File: config.mk
export PLATFORM = sky130hd
export DESIGN_NAME = nios2_fp_cpu_oci_dct_sequencer
export DESIGN_NICKNAME = d
export VERILOG_FILES = /design/src/rtl/nios2_fp_cpu_oci_dct_sequencer.sv
export SDC_FILE = /design/constraint.sdc
export NUM_CORES = 1
export LEC_CHECK = 0
export CAP_MARGIN = 15
export CORE_MARGIN = 5
export CORE_UTILIZATION = 39
export CTS_CLUSTER_SIZE = 40
export DETAILED_ROUTE_END_ITERATION = 12
export MAX_ROUTING_LAYER = met4
export PLACE_DENSITY = 0.78
export SYNTH_ARGS = -nofsm -noshare
export SYNTH_HDL_FRONTEND = slang
export SYNTH_SLANG_ARGS = --single-unit
File: constraint.sdc
create_clock -name clk -period 8.9 [get_ports clk]
set_input_delay 2.67 -clock clk [delete_from_list [all_inputs] [get_ports clk]]
set_output_delay 2.67 -clock clk [all_outputs]
set_load 0.05 [all_outputs]
File: src/rtl/nios2_fp_cpu_oci_dct_sequencer.sv
// nios2_fp_cpu_oci_dct_sequencer
//   Packs 2-bit OCI trace items into a 30-bit shift buffer and hands full or
//   flushed words to the trace-memory writer through a one-entry valid/ready
//   slot. Also runs the FILL/DRAIN/ENDED sequence that drives test_ending and
//   test_has_ended, so capture end follows the last drained word.
// Ports
//   clk, reset                 clock, asynchronous active-high reset
//   in_valid/in_data/in_ready  trace item input handshake
//   flush, stop, arm           1-cycle control pulses
//   out_valid/out_ready        packed word output handshake
//   out_data/out_count         packed word (right-aligned) and its item count
//   dct_buffer/dct_count       live pack buffer and item count
//   test_ending/test_has_ended high in DRAIN / ENDED
//   stall_count                saturating count of stalled input cycles in FILL
module nios2_fp_cpu_oci_dct_sequencer #(
   parameter int unsigned ITEM_W  = 2,
   parameter int unsigned DEPTH   = 15,
   parameter int unsigned CNT_W   = 4,
   parameter int unsigned STALL_W = 16,
   localparam int unsigned BUF_W  = ITEM_W * DEPTH
) (
   input  logic               clk,
   input  logic               reset,
   input  logic               in_valid,
   input  logic [ITEM_W-1:0]  in_data,
   output logic               in_ready,
   input  logic               flush,
   input  logic               stop,
   input  logic               arm,
   output logic               out_valid,
   input  logic               out_ready,
   output logic [BUF_W-1:0]   out_data,
   output logic [CNT_W-1:0]   out_count,
   output logic [BUF_W-1:0]   dct_buffer,
   output logic [CNT_W-1:0]   dct_count,
   output logic               test_ending,
   output logic               test_has_ended,
   output logic [STALL_W-1:0] stall_count
);

   localparam logic [CNT_W-1:0] FULL_CNT = CNT_W'(DEPTH);

   typedef enum logic [1:0] {
      StFill  = 2'd0,
      StDrain = 2'd1,
      StEnded = 2'd2
   } state_e;

   state_e state;
   logic   flush_pend;
   logic   slot_free;
   logic   emit;
   logic   accept;
   logic   stalled;

   always_comb begin
      slot_free = ~out_valid | out_ready;
      emit      = slot_free & ((dct_count == FULL_CNT) |
                               ((flush_pend | (state == StDrain)) & (dct_count != '0)));
      // A full buffer still accepts on its emit cycle, giving full throughput.
      in_ready  = ~reset & (state == StFill) & ~flush_pend &
                  ((dct_count < FULL_CNT) | emit);
      accept    = in_valid & in_ready;
      stalled   = (state == StFill) & in_valid & ~in_ready;
   end

   assign test_ending    = (state == StDrain);
   assign test_has_ended = (state == StEnded);

   always_ff @(posedge clk or posedge reset) begin
      if (reset) begin
         state       <= StFill;
         flush_pend  <= 1'b0;
         dct_buffer  <= '0;
         dct_count   <= '0;
         out_valid   <= 1'b0;
         out_data    <= '0;
         out_count   <= '0;
         stall_count <= '0;
      end else begin
         // Output slot: load on emit, otherwise release when the writer takes it.
         if (emit) begin
            out_data  <= dct_buffer;
            out_count <= dct_count;
            out_valid <= 1'b1;
         end else if (out_ready) begin
            out_valid <= 1'b0;
         end

         // Pack buffer: emitted contents are cleared; an item accepted on the
         // same cycle starts the next word.
         if (emit && accept) begin
            dct_buffer <= {{(BUF_W-ITEM_W){1'b0}}, in_data};
            dct_count  <= CNT_W'(1);
         end else if (emit) begin
            dct_buffer <= '0;
            dct_count  <= '0;
         end else if (accept) begin
            dct_buffer <= {dct_buffer[BUF_W-ITEM_W-1:0], in_data};
            dct_count  <= dct_count + CNT_W'(1);
         end

         // stop in the same cycle as flush wins; DRAIN emits the partial word anyway.
         if (flush && (state == StFill) && !stop) begin
            flush_pend <= 1'b1;
         end else if (flush_pend && (emit || (dct_count == '0))) begin
            flush_pend <= 1'b0;
         end

         if (stalled && (stall_count != '1)) begin
            stall_count <= stall_count + STALL_W'(1);
         end

         unique case (state)
            StFill:  if (stop) state <= StDrain;
            StDrain: if ((dct_count == '0) && !out_valid) state <= StEnded;
            StEnded: if (arm) state <= StFill;
            default: state <= StFill;
         endcase
      end
   end

endmodule

==> impl_metrics.tcl <==
set metrics [dict create \
    outcome "completed" \
    h-tree-depth 3 \
    insertion_delay_ns 0.34 \
    grt.overflow.total 0 \
    placed_area_sq_mm 0.00467 \
    final_antenna_net_count 0 \
    port_buffers 96 \
    multiInputGateArea_sq_mm 0.00133 \
    remaining_drc_errors 0 \
    hp-class "reg2reg" \
    finish.utilization_pct 53.5 \
    tns_ns 0 \
    syn_avg_cell_area_sq_um 11.8 \
    viasPerCell 4.94 \
    fmax_mhz 137 \
    drt-initial-drc-count 69 \
    syn_area_sq_mm 0.00363 \
    wirelength_um 7780 \
    cpPeakStageDelay_ns 0.85 \
    stdcell_area_sq_mm 0.00490 \
    clockBufferDepth 2 \
    wire_per_inst_um 15.0 \
    cts_hold_buf 0 \
    synth-seq-cells 88 \
    synth_cell_type_count 30 \
    postCtsSetupBuffers 0 \
    vias 2562 \
    cts_root_buf "clkbuf_8" \
    num_antenna_cells 0 \
    die_h_um 106 \
    setup_ws_ns 1.60 \
    hold_viol_final 0 \
    rows 35 \
    setup_viol 0 \
    dp_hpwl_um 5330 \
    clk_pin_slew_ns 0.09 \
    crit_arrival_ns 4.63 \
    synthCells 308 \
    seq_area_sq_mm 0.00220 \
    cts_resized 0 \
    peakVddDrop_mv 0.172 \
    syn_to_final_growth_pct 34.9 \
    critPathKind "in2out" \
    grt_pass1_wl_um 13100 \
    ys_seq_area_share_pct 60.7 \
    start_kind "input pin" \
    io_pins 97 \
    path_cells "clkdlybuf4s50_1, or4_4, a21oi_2, clkdlybuf4s50_1" \
    maxCapViolCount 0 \
    cts.sinks 88 \
    pre_cts_ws_ns 1.60 \
    core_sq_mm 0.00915 \
    p_leak_nw 2.16 \
    rsz0062_at_grt "false" \
    fill_cells 820 \
    die-area_sq_mm 0.0113 \
    cts_tree "done" \
    gp_congestion 0.741 \
    grt_pass1_vias 2635 \
    fin_nets 416 \
    finClkSkew_ns 0.0127 \
    cts_buffers 9 \
    slew_headroom_pct 27.6 \
    yosysWarnings 0 \
    powerDensity_mw_per_mm2 259 \
    drive_gt1_share_pct 15.7 \
    first_pass_iters 4 \
    start_util_pct 39.7 \
    cpMaxStageDelayCell "clkdlybuf4s50_1" \
    path_common_cell "clkdlybuf4s50_1" \
    fin_crit_sh_pct 82.0 \
    grt_max_degree 89 \
    crit_required_ns 6.23 \
    tightest_slew_ns 1.08 \
    die_w_um 106 \
    grt_usage_pct 14.6 \
    syn_nets 320 \
    end_kind "primary output" \
    cp_max_fo 3 \
    fin_crit_ns 7.30 \
    antenna_found_initial 0 \
    slew_viol_final 0 \
]
==> cell type report <==
cell class                      count  area share (%)
Inverter                            6           0.485
Multi-Input combinational cell    199            27.1
Tap cell                          111            2.84
Timing Repair Buffer              100            20.6
Clock inverter                      5            1.18
Clock buffer                       10            2.81
Sequential cell                    88            45.0
==> cells in the mapped netlist (all sizes together) <==
master | instances | share of area (%)
or2 | 1 | 0.17
nand3b | 1 | 0.21
and2b | 1 | 0.21
nor2b | 2 | 0.34
or4 | 1 | 0.31
clkbuf | 5 | 0.52
nand3 | 5 | 0.69
and3 | 6 | 1.0
or3b | 1 | 0.24
inv | 6 | 0.62
nand2 | 68 | 7.0
a22o | 3 | 0.72
xor2 | 3 | 0.72
dfrtp | 88 | 61
nor2 | 7 | 0.79
ha | 3 | 1.0
xnor2 | 15 | 3.6
a21oi | 31 | 4.4
a211oi | 3 | 1.3
mux2 | 35 | 11
and4 | 4 | 1.0
nand4 | 8 | 1.4
buf | 10 | 2.0
o21ai | 1 | 0.14
==> critical path: cells and delay by family <==
kind	cells	cell delay, ns
buf+inv	2	1.28
compound gates	1	0.22
simple gates	1	0.46
==> layout by cell type, fill, tap and decap left out, types with 2 or more instances in the layout <==
| cell | Yosys | routed |
|---|---|---|
| dfrtp_1 | 88 | 88 |
| and4_1 | 3 | 3 |
| clkinvlp_4 | 0 | 3 |
| and3_1 | 6 | 6 |
| nand4_1 | 8 | 8 |
| ha_1 | 3 | 3 |
| nor2b_1 | 2 | 2 |
| nor2_1 | 6 | 6 |
| a211oi_4 | 2 | 2 |
| clkbuf_8 | 0 | 10 |
| nand3_1 | 5 | 5 |
| a22o_1 | 3 | 3 |
| buf_4 | 1 | 3 |
| clkdlybuf4s50_1 | 0 | 96 |
| mux2_2 | 35 | 35 |
| inv_1 | 6 | 5 |
| clkinv_2 | 0 | 2 |
| xnor2_1 | 15 | 15 |
| a21oi_1 | 30 | 29 |
| nand2_1 | 68 | 68 |
| xor2_1 | 3 | 3 |
==> kinds of logic after synthesis <==
logic type / Yosys count / synth area share (%)
and+or+nand+nor: 105 / 13.4
DFF: 88 / 60.7
AOI/OAI and AO/OA: 38 / 6.55
muxes: 35 / 10.9
buffers and inverters: 21 / 3.10
xor gates and xnor gates: 18 / 4.34
adders and majority gates: 3 / 1.03
==> path summary, 6_finish.rpt <==
path	cells after the start	slack (ns)	to	from
max in group asynchronous	4	5.48	out_data[8]	reset
min in group asynchronous	3	2.80	stall_count[15]	reset
min reg2reg	1	0.50	stall_count[15]	stall_count[15]
max reg2reg	5	6.45	dct_buffer[20]	state[0]
max	4	1.60	in_ready	reset
min	1	0.50	stall_count[15]	stall_count[15]
==> power by group <==
group          internal (W)  leakage (nW)  switching (W)
logic              0.000172         0.859       0.000328
clock network      0.000135        0.0904       0.000133
registers          0.000450          1.21      0.0000512
==> state kept, by name, summed over array words and instances (netlist names) <==
signal,flops
out_data,30
out_count,4
flush_pend,1
out_valid,1
state,2
stall_count,16
dct_buffer,30
dct_count,4
==> metal layers <==
| layer | global-route usage (%) | up-vias | wire [um] | share of wire [%] |
|---|---|---|---|---|
| met3 | 3.52 | 11 | 412 | 5.3 |
| met4 | 4.66 | 0 | 93 | 1.2 |
| met1 | 17.6 | 1264 | 3540 | 46 |
| met2 | 24.2 | 62 | 3730 | 48 |
| met5 | - | - | 0 | 0 |
| li1 | - | 1225 | - | - |
==> per-stage QoR <==
| step | hold slack (ns) | std cells | power, W |
|---|---|---|---|
| floorplan | 0.462 | 308 | 0.000860 |
| global placement | 0.479 | 503 | 0.00100 |
| detailed placement | 0.485 | 503 | 0.00101 |
| CTS | 0.501 | 518 | 0.00129 |
| global route | 0.513 | 519 | 0.00133 |
| finish | 0.496 | 519 | 0.00127 |
No activity file was read; power rests on OpenSTA's default activity.
